### src/rtl/decode_stage.sv
// RV32/RV64 base-ISA decode stage with one-cycle latency and a single skid entry.
// The output register and skid entry allow one transfer per cycle under continuous
// downstream ready. in_ready is a registered signal.
module decode_stage #(
    parameter int XLEN = 64,
    parameter int PCW  = 64
) (
    input  logic            clk,
    input  logic            rst,
    input  logic            flush,
    input  logic            in_valid,
    output logic            in_ready,
    input  logic [31:0]     in_instr,
    input  logic [PCW-1:0]  in_pc,
    output logic            out_valid,
    input  logic            out_ready,
    output logic [PCW-1:0]  out_pc,
    output logic [6:0]      out_opcode,
    output logic [4:0]      out_rd,
    output logic [4:0]      out_rs1,
    output logic [4:0]      out_rs2,
    output logic [2:0]      out_funct3,
    output logic [6:0]      out_funct7,
    output logic [XLEN-1:0] out_imm,
    output logic [2:0]      out_format,
    output logic            out_rd_we,
    output logic            out_rs1_used,
    output logic            out_rs2_used,
    output logic            out_illegal
);

    localparam logic [2:0] FMT_R   = 3'd0;
    localparam logic [2:0] FMT_I   = 3'd1;
    localparam logic [2:0] FMT_S   = 3'd2;
    localparam logic [2:0] FMT_B   = 3'd3;
    localparam logic [2:0] FMT_U   = 3'd4;
    localparam logic [2:0] FMT_J   = 3'd5;
    localparam logic [2:0] FMT_INV = 3'd7;

    typedef struct packed {
        logic [PCW-1:0]  pc;
        logic [6:0]      opcode;
        logic [4:0]      rd;
        logic [4:0]      rs1;
        logic [4:0]      rs2;
        logic [2:0]      funct3;
        logic [6:0]      funct7;
        logic [XLEN-1:0] imm;
        logic [2:0]      fmt;
        logic            rd_we;
        logic            rs1_used;
        logic            rs2_used;
        logic            illegal;
    } bundle_t;

    logic [6:0]  opcode;
    logic [2:0]  funct3;
    logic [2:0]  fmt_raw;
    logic        illegal;
    logic [31:0] imm32;
    bundle_t     dec;

    bundle_t out_q, out_d;
    bundle_t skid_q, skid_d;
    logic    out_valid_q, out_valid_d;
    logic    skid_valid_q, skid_valid_d;
    logic    in_ready_q, in_ready_d;
    logic    accept;
    logic    out_free;

    assign opcode = in_instr[6:0];
    assign funct3 = in_instr[14:12];

    // Map the major opcode to an instruction format; RV64-only W opcodes are gated by XLEN.
    always_comb begin
        fmt_raw = FMT_INV;
        case (opcode)
            7'b0110011:                         fmt_raw = FMT_R;
            7'b0010011, 7'b0000011, 7'b1100111: fmt_raw = FMT_I;
            7'b0100011:                         fmt_raw = FMT_S;
            7'b1100011:                         fmt_raw = FMT_B;
            7'b0110111, 7'b0010111:             fmt_raw = FMT_U;
            7'b1101111:                         fmt_raw = FMT_J;
            7'b0011011:                         fmt_raw = (XLEN == 64) ? FMT_I : FMT_INV;
            7'b0111011:                         fmt_raw = (XLEN == 64) ? FMT_R : FMT_INV;
            default:                            fmt_raw = FMT_INV;
        endcase
    end

    // Exception detection; a 6-bit shift amount is illegal on a 32-bit datapath.
    assign illegal = (in_instr[1:0] != 2'b11)
                   | (fmt_raw == FMT_INV)
                   | ((opcode == 7'b1100111) && (funct3 != 3'b000))
                   | ((XLEN == 32) && (opcode == 7'b0010011)
                      && ((funct3 == 3'b001) || (funct3 == 3'b101)) && in_instr[25]);

    // Build the decoded bundle; unused fields stay zero, illegal words keep only pc/opcode.
    always_comb begin
        dec        = '0;
        imm32      = '0;
        dec.pc     = in_pc;
        dec.opcode = opcode;
        dec.fmt    = FMT_INV;
        if (illegal) begin
            dec.illegal = 1'b1;
        end else begin
            dec.fmt = fmt_raw;
            case (fmt_raw)
                FMT_R: begin
                    dec.rd       = in_instr[11:7];
                    dec.rs1      = in_instr[19:15];
                    dec.rs2      = in_instr[24:20];
                    dec.funct3   = funct3;
                    dec.funct7   = in_instr[31:25];
                    dec.rs1_used = 1'b1;
                    dec.rs2_used = 1'b1;
                end
                FMT_I: begin
                    dec.rd       = in_instr[11:7];
                    dec.rs1      = in_instr[19:15];
                    dec.funct3   = funct3;
                    dec.funct7   = (opcode == 7'b0011011) ? in_instr[31:25] : 7'd0;
                    dec.rs1_used = 1'b1;
                    imm32        = {{20{in_instr[31]}}, in_instr[31:20]};
                end
                FMT_S: begin
                    dec.rs1      = in_instr[19:15];
                    dec.rs2      = in_instr[24:20];
                    dec.funct3   = funct3;
                    dec.rs1_used = 1'b1;
                    dec.rs2_used = 1'b1;
                    imm32        = {{20{in_instr[31]}}, in_instr[31:25], in_instr[11:7]};
                end
                FMT_B: begin
                    dec.rs1      = in_instr[19:15];
                    dec.rs2      = in_instr[24:20];
                    dec.funct3   = funct3;
                    dec.rs1_used = 1'b1;
                    dec.rs2_used = 1'b1;
                    imm32        = {{19{in_instr[31]}}, in_instr[31], in_instr[7],
                                    in_instr[30:25], in_instr[11:8], 1'b0};
                end
                FMT_U: begin
                    dec.rd = in_instr[11:7];
                    imm32  = {in_instr[31:12], 12'b0};
                end
                FMT_J: begin
                    dec.rd = in_instr[11:7];
                    imm32  = {{11{in_instr[31]}}, in_instr[31], in_instr[19:12],
                              in_instr[20], in_instr[30:21], 1'b0};
                end
                default: ;
            endcase
            dec.imm   = XLEN'($signed(imm32));
            dec.rd_we = ((fmt_raw == FMT_R) || (fmt_raw == FMT_I) ||
                         (fmt_raw == FMT_U) || (fmt_raw == FMT_J)) && (dec.rd != 5'd0);
        end
    end

    assign accept   = in_valid & in_ready_q;
    assign out_free = ~out_valid_q | out_ready;

    // Next-state for output register and skid entry; skid drains ahead of new input.
    always_comb begin
        out_d        = out_q;
        skid_d       = skid_q;
        out_valid_d  = out_valid_q;
        skid_valid_d = skid_valid_q;
        if (flush) begin
            out_valid_d  = 1'b0;
            skid_valid_d = 1'b0;
        end else if (out_free) begin
            if (skid_valid_q) begin
                out_d        = skid_q;
                out_valid_d  = 1'b1;
                skid_valid_d = 1'b0;
            end else if (accept) begin
                out_d       = dec;
                out_valid_d = 1'b1;
            end else begin
                out_valid_d = 1'b0;
            end
        end else if (accept) begin
            skid_d       = dec;
            skid_valid_d = 1'b1;
        end
        in_ready_d = ~skid_valid_d;
    end

    // Pipeline state registers with synchronous reset to an empty, ready stage.
    always_ff @(posedge clk) begin
        if (rst) begin
            out_valid_q  <= 1'b0;
            skid_valid_q <= 1'b0;
            in_ready_q   <= 1'b1;
            out_q        <= '0;
            out_q.fmt    <= FMT_INV;
            skid_q       <= '0;
        end else begin
            out_valid_q  <= out_valid_d;
            skid_valid_q <= skid_valid_d;
            in_ready_q   <= in_ready_d;
            out_q        <= out_d;
            skid_q       <= skid_d;
        end
    end

    assign in_ready     = in_ready_q;
    assign out_valid    = out_valid_q;
    assign out_pc       = out_q.pc;
    assign out_opcode   = out_q.opcode;
    assign out_rd       = out_q.rd;
    assign out_rs1      = out_q.rs1;
    assign out_rs2      = out_q.rs2;
    assign out_funct3   = out_q.funct3;
    assign out_funct7   = out_q.funct7;
    assign out_imm      = out_q.imm;
    assign out_format   = out_q.fmt;
    assign out_rd_we    = out_q.rd_we;
    assign out_rs1_used = out_q.rs1_used;
    assign out_rs2_used = out_q.rs2_used;
    assign out_illegal  = out_q.illegal;

endmodule

### config.mk
export PLATFORM = sky130hd
export DESIGN_NAME = decode_stage
export DESIGN_NICKNAME = d
export VERILOG_FILES = /design/src/rtl/decode_stage.sv
export SDC_FILE = /design/constraint.sdc
export NUM_CORES = 1
export LEC_CHECK = 0
export CORE_ASPECT_RATIO = 0.7
export CORE_MARGIN = 4
export CORE_UTILIZATION = 54
export DETAILED_ROUTE_END_ITERATION = 6
export PLACE_DENSITY = 0.95
export SETUP_SLACK_MARGIN = 0.4
export SLEW_MARGIN = 20
export SYNTH_ARGS = -nofsm -noshare
export SYNTH_HDL_FRONTEND = slang
export SYNTH_SLANG_ARGS = --single-unit
### constraint.sdc
create_clock -name clk -period 5 [get_ports clk]
set_input_delay 0.75 -clock clk [delete_from_list [all_inputs] [get_ports clk]]
set_output_delay 0.75 -clock clk [all_outputs]
set_load 0.02 [all_outputs]
==> results of run 1 <==
==> final timing paths <==
kind                            depth (start not counted)  slack, ps    startpoint             to
worst max register to register                          5       1970  skid_valid_q  out_funct7[5]
worst min-delay path                                    2        440    skid_q[18]     skid_q[18]
worst max-delay path                                    6       1450   in_instr[3]     skid_q[20]
worst min register to register                          2        440    skid_q[18]     skid_q[18]
==> cell type report <==
class	count	share of cell area (%)
repair buffers	284	19.0
diodes	2	0.0337
flip-flops and latches	273	36.9
clock buffers	37	5.34
inverters	2	0.0506
multi-input cells	901	35.2
well taps	276	2.33
clock inverters	11	1.25
==> sequential cells by signal, indices dropped and copies added, names as in the netlist, 3 cells and up <==
| register | cells |
|---|---|
| out_funct7 | 7 |
| out_funct3 | 3 |
| out_opcode | 7 |
| out_pc | 64 |
| skid_q | 135 |
| out_imm | 32 |
| out_rs2 | 5 |
| out_format | 3 |
| out_rs1 | 5 |
| out_rd | 5 |
==> power groups by stage <==
stage                     registers [mW]  clock network (mW)  logic (mW)
after floorplan                     2.40                   0       0.252
after global placement              2.33                   0       0.596
after detailed placement            2.33                   0       0.607
after CTS                           2.28                2.24       0.611
after global routing                2.29                2.33       0.652
final                               2.28                2.21       0.614
==> metal layers <==
layer	track usage, %	share of wire (%)	up-vias
li1	-	-	4984
met1	34.8	40	5036
met2	42.6	46	566
met3	5.98	9.8	92
met4	11.1	4.0	0
met5	0	0	-
==> cell usage after synthesis, drive strengths merged, types with 4 or more instances <==
master     n  area [um2]
a211oi    94         711
a21oi    147         739
a221oi     8        70.1
a22o      20         175
a22oi      6        45.0
a311oi     4        35.0
a32oi      4        35.0
and2      13        81.3
and3      19         119
buf       61         389
clkbuf    88         330
dfxtp    273        5470
mux2i     73         731
nand2    221         832
nand2b    13        81.3
nand3     15        75.1
nand3b     4        30.0
nand4      9        56.3
nor2     122         458
nor3      11        55.1
nor4       4        67.6
o211ai    12        90.1
o21ai     47         235
o22ai      5        31.3
o2bb2ai   14         129
o32ai      6        52.6
or3        4        25.0
or4        4        33.8
==> stage by stage <==
| step | instance area, um2 | hold WS (ps) | utilization, % |
|---|---|---|---|
| global route | 14800 | 462 | 71.7 |
| finish | 14800 | 445 | 71.7 |
| detailed placement | 13900 | 436 | 66.9 |
| floorplan | 11400 | 420 | - |
| global placement | 13900 | 430 | 66.9 |
| CTS | 14800 | 446 | 71.7 |
==> critical path: stages <==
cell and delay, ps:
clkdlybuf4s50_1 870, nor2b_1 290, o21ai_1 130, a2bb2oi_2 730
or3_1 870, o21ai_0 250
==> kinds of logic after synthesis <==
| kind of cell | Yosys count |
|---|---|
| mux | 74 |
| flops | 273 |
| buf+inv | 151 |
| compound gates | 379 |
| simple gates | 448 |
==> results.tsv, run 1 <==
metric	value	unit
status	finished, final reports clean	
Port Buffers	269	
First-pass DRT Iterations	5	
Max VDD drop	0.238	mV
Seq/Total Area, Yosys	48.0	%
Synth Net Count	1426	
Clock power frac	43.3	%
asr flop ratio synth	0	%
Leak	4.93	nW
PD cells	344	nW/um2
clk sinks	273	
Synth Flop Type	dfxtp_1	
Sequential cell area	5470	um2
Period minus WS final	3550	ps
arrival time worst endpoint	3900	ps
CTS Buf Count	26	
DIE AREA	23500	um2
count of cell types in the netlist	58	
Slew Viols, Final	0	
EDFF count, synth	0	
crit path max fanout	25	
Combinational Power Share	12.0	%
largest net degree at the start of global routing	122	
Avg Cell Area, Syn	8.59	um2
post-CTS sizing	0	
final std cells w/o fill	1786	
Synth Instances	1325	
area grow syn2layout	30.4	%
post-route clock period utilization	71.0	%
grt total ovfl	0	
total number of vias	10678	
Sw Share	24.2	%
RSZ-0062 raised after global routing	false	
post-synthesis mux area share	6.52	%
fraction of the mapped netlist area in simple logic gates	17.6	%
Placer Congestion	0.929	
#FFs+latches synth	273	
Least-Margin Pin Slew	1180	ps
Setup-failing EPs final	0	
vias in the first global route	9895	
Post-CTS Setup Inserts	0	
Fin Clk Skew	11.3	ps
synth warn	0	
nets	1589	
Core Rows	44	
vias per cell	5.98	
most frequent cells in the layout	dfxtp_1 (271), clkdlybuf4s50_1 (268), nand2_1 (220)	
MaxCap Viol Count	0	
fmax	0.282	GHz
DRT Wirelength	33500	um
adder-cell share of the synthesized area	0	%
HPWL Detailed	21800	um
clk slew on worst S/H paths	70	ps
largest family of logic cells by synthesized area	compound AO/OA/AOI/OAI gates	
first-pass GRT wire length	51500	um
Post-Syn Area	11400	um2
HP Class	register to register	
initial antenna violation count	2	
htree depth	1	
Critical Path End Type	register	
clock root cell	clkbuf_16	
Seq pwr share	44.7	%
initial core utilization	55.0	%
Rel. slew slack	21.4	%
PnR worst setup slack	1450	ps
Die Height	129	um
most common cell after layout, fill and taps aside	dfxtp_1	
worst slack, placed	1050	ps
DRT antenna net count	0	
Max clock buf depth	3	
Die Width	182	um
FILL cells	1555	
wire per inst	18.7	um
Worst Setup Start Kind	input pin	
# DRC	0	
clk_lat worst skew	520	ps
Overall Power	5.11	mW
critical setup path kind	input pin to register	
area of the multi-input gates	5220	um2
Sw Pwr	1.23	mW
placed cells	1736	
Initial DRC Count	1082	
CTS tree	done	
critical path required time	5350	ps
hold bufs inserted after CTS	0	
Ports	270	
Synth Area in Compound Gates	21.5	%
Total GRT Usage	26.5	%
P_int	3.87	mW
Setup TNS	0	ps
Final Hold Vio Count	0	
layout cell share with drive strength beyond 1	5.50	%
Core ar.	20700	um2
XOR/XNOR share of the synthesized area	0	%
(Power assumes the default switching activity.)
==> run 2, diff against run 1 <==
Settings changed: CORE_UTILIZATION 54 to 45, PLACE_DENSITY 0.95 to 0.86.
Clock period 5 ns to 3 ns, I/O delays scaled along.
==> run 2 against run 1 <==
Against the previous run:
- global-route usage fell by 3.0 points
- core utilization fell by 11 points
- clock skew about the same
- sequential power is 66% higher
- combinational power increased by 73%
- die area rose by 19%
- non-clock buffer count rose by 21
- count of clock-buffer cells in the layout up 3
- first-iteration DRC count decreased by 33%
- sequential share of layout area shrank 0.35 points
- worst setup slack lost 740 ps
- worst hold slack worse by 41 ps
- critical path type is now register to output port
- largest cell class unchanged
- highest routed layer unchanged
==> results.tsv, run 2 (same netlist as run 1, synthesis figures left out) <==
metric	value	unit	change
placed cells	1806		+4.0%
area grow syn2layout	31.6	%	
Slew Viols, Final	0		unchanged
initial core utilization	45.9	%	-9.1 points
Worst Setup SP	out_imm[62]		
CTS tree	done		
Ports	270		unchanged
hold bufs inserted after CTS	0		unchanged
final std cells w/o fill	1853		+3.8%
initial antenna violation count	0		-2
htree depth	1		unchanged
post-route clock period utilization	76.2	%	
RSZ-0062 raised after global routing	false		
reg2reg setup slack	780	ps	-1190 ps
DRT antenna net count	0		unchanged
vias in the first global route	10070		+1.8%
slowest stage cell, crit path	clkdlybuf4s50_1		
Core ar.	24800	um2	+20%
CTS Buf Count	26		unchanged
critical-path cell list	buf_4 > clkdlybuf4s50_1		
Critical Path End Type	output port		
first-pass GRT wire length	54200	um	+5.2%
clk_lat worst skew	530	ps	about the same
Final Hold Vio Count	0		unchanged
Period minus WS final	2290	ps	
most flop-heavy register	skid_q		
Rel. slew slack	45.3	%	+24 points
nets	1610		+1.3%
CP top delay family	buffers and inverters		
MaxCap Viol Count	0		unchanged
Critical Path Max Stage Delay	670	ps	-200 ps
Post-CTS Setup Inserts	0		unchanged
total number of vias	10620		-0.54%
Overall Power	8.15	mW	+60%
clock root cell	clkbuf_16		
Core Rows	48		+9.1%
most common cell after layout, fill and taps aside	dfxtp_1		
FILL cells	2095		+35%
most frequent cells in the layout	dfxtp_1 (272), clkdlybuf4s50_1 (268), nand2_1 (220)		
Hold WS	404	ps	-41.1 ps
arrival time worst endpoint	1840	ps	-2060 ps
Setup TNS	0	ps	unchanged
vias per cell	5.73		-4.1%
Largest register FFs	135		unchanged
HP Class	input pin to register		
Port Buffers	269		unchanged
Max clock buf depth	3		unchanged
largest net degree at the start of global routing	93		-24%
PnR worst setup slack	714	ps	-737 ps
Placer Congestion	0.885		-4.8%
Leak	4.98	nW	+0.94%
crit path to	out_imm[40]		
DRT Wirelength	34400	um	+2.8%
Max VDD drop	0.424	mV	+78%
Die Width	198	um	+9.1%
met2 Usage GRT	37.1	%	-5.5 points
Setup-failing EPs final	0		unchanged
# DRC	0		unchanged
clk slew on worst S/H paths	70	ps	about the same
n_diodes	0		-2
HPWL Detailed	23100	um	+5.7%
WHS Path Cells	2		unchanged
wire per inst	18.6	um	-0.92%
critical setup path kind	register to output port		
grt total ovfl	0		unchanged
buffer and inverter count on the worst path	2		+1
crit path max fanout	33		+32%
clk sinks	273		unchanged
critical path required time	2550	ps	-2800 ps
Initial DRC Count	728		-33%
Die Height	141	um	+9.0%
post-CTS sizing	0		unchanged
Fin Clk Skew	11.1	ps	-0.194 ps
R2R depth	4		-1
Crit path depth	2		-4
M1 GR Usage	33.1	%	-1.7 points
layout cell share with drive strength beyond 1	6.28	%	+0.78 points
Least-Margin Pin Slew	816	ps	-363 ps
RR Endpoint	out_funct7[5]		
grt peak-use layer	met2		
First-pass DRT Iterations	7		+2
Worst Setup Start Kind	register		
status	finished, final reports clean		
Reg-to-Reg Start	skid_valid_q		
GRT met3 Usage	5.21	%	-0.77 points
Total GRT Usage	23.5	%	-3.0 points
fmax	0.437	GHz	
DIE AREA	28000	um2	+19%
PD cells	544	nW/um2	+58%
worst slack, placed	292	ps	-756 ps
[run 2: cell types whose count changed in the layout (fill, tap and decap cells not counted), sizes merged]
| cell | change |
|---|---|
| clkinvlp | +1 |
| diode | -2 |
| clkinv | -1 |
| bufinv | -4 |
| buf | +21 |
| clkbuf | +3 |
[run 2: worst min-delay path by stage]
stage               start         end  slack [ps]
5_1_grt               rst   skid_q[1]         400
3_5_place_dp   skid_q[26]  skid_q[26]         440
4_1_cts               rst   skid_q[1]         380
3_3_place_gp   skid_q[22]  skid_q[22]         430
2_1_floorplan  skid_q[19]  skid_q[19]         420
6_report              rst  skid_q[98]         400
[run 2: power breakdown]
group / switching (mW) / internal (mW)
registers: 0.0614 / 3.73
clock network: 1.41 / 1.89
logic: 0.590 / 0.473
[run 2: routing by layer]
| metal | up-vias | wire [um] | part of all wire [%] |
|---|---|---|---|
| li1 | 5024 | - | - |
| met1 | 5033 | 15500 | 45 |
| met2 | 489 | 15200 | 44 |
| met3 | 74 | 2940 | 8.5 |
| met4 | 0 | 751 | 2.2 |
| met5 | - | 0 | 0 |
[run 2: area by class of cell]
type	instances	area, um2	share of cell area [%]
Sequential cell	273	5470	36.5
Multi-Input combinational cell	901	5220	34.8
Timing Repair Buffer	305	3030	20.2
Clock buffer	40	785	5.24
Tap cell	325	407	2.71
Clock inverter	7	71.3	0.476
Inverter	2	7.51	0.0501
[run 2: through the flow]
step | cell area (um2) | utilization [%]
final | 15000 | 60.4
after global placement | 14100 | 57.0
after floorplan | 11400 | -
after global routing | 15000 | 60.4
after detailed placement | 14100 | 57.0
after CTS | 15000 | 60.4
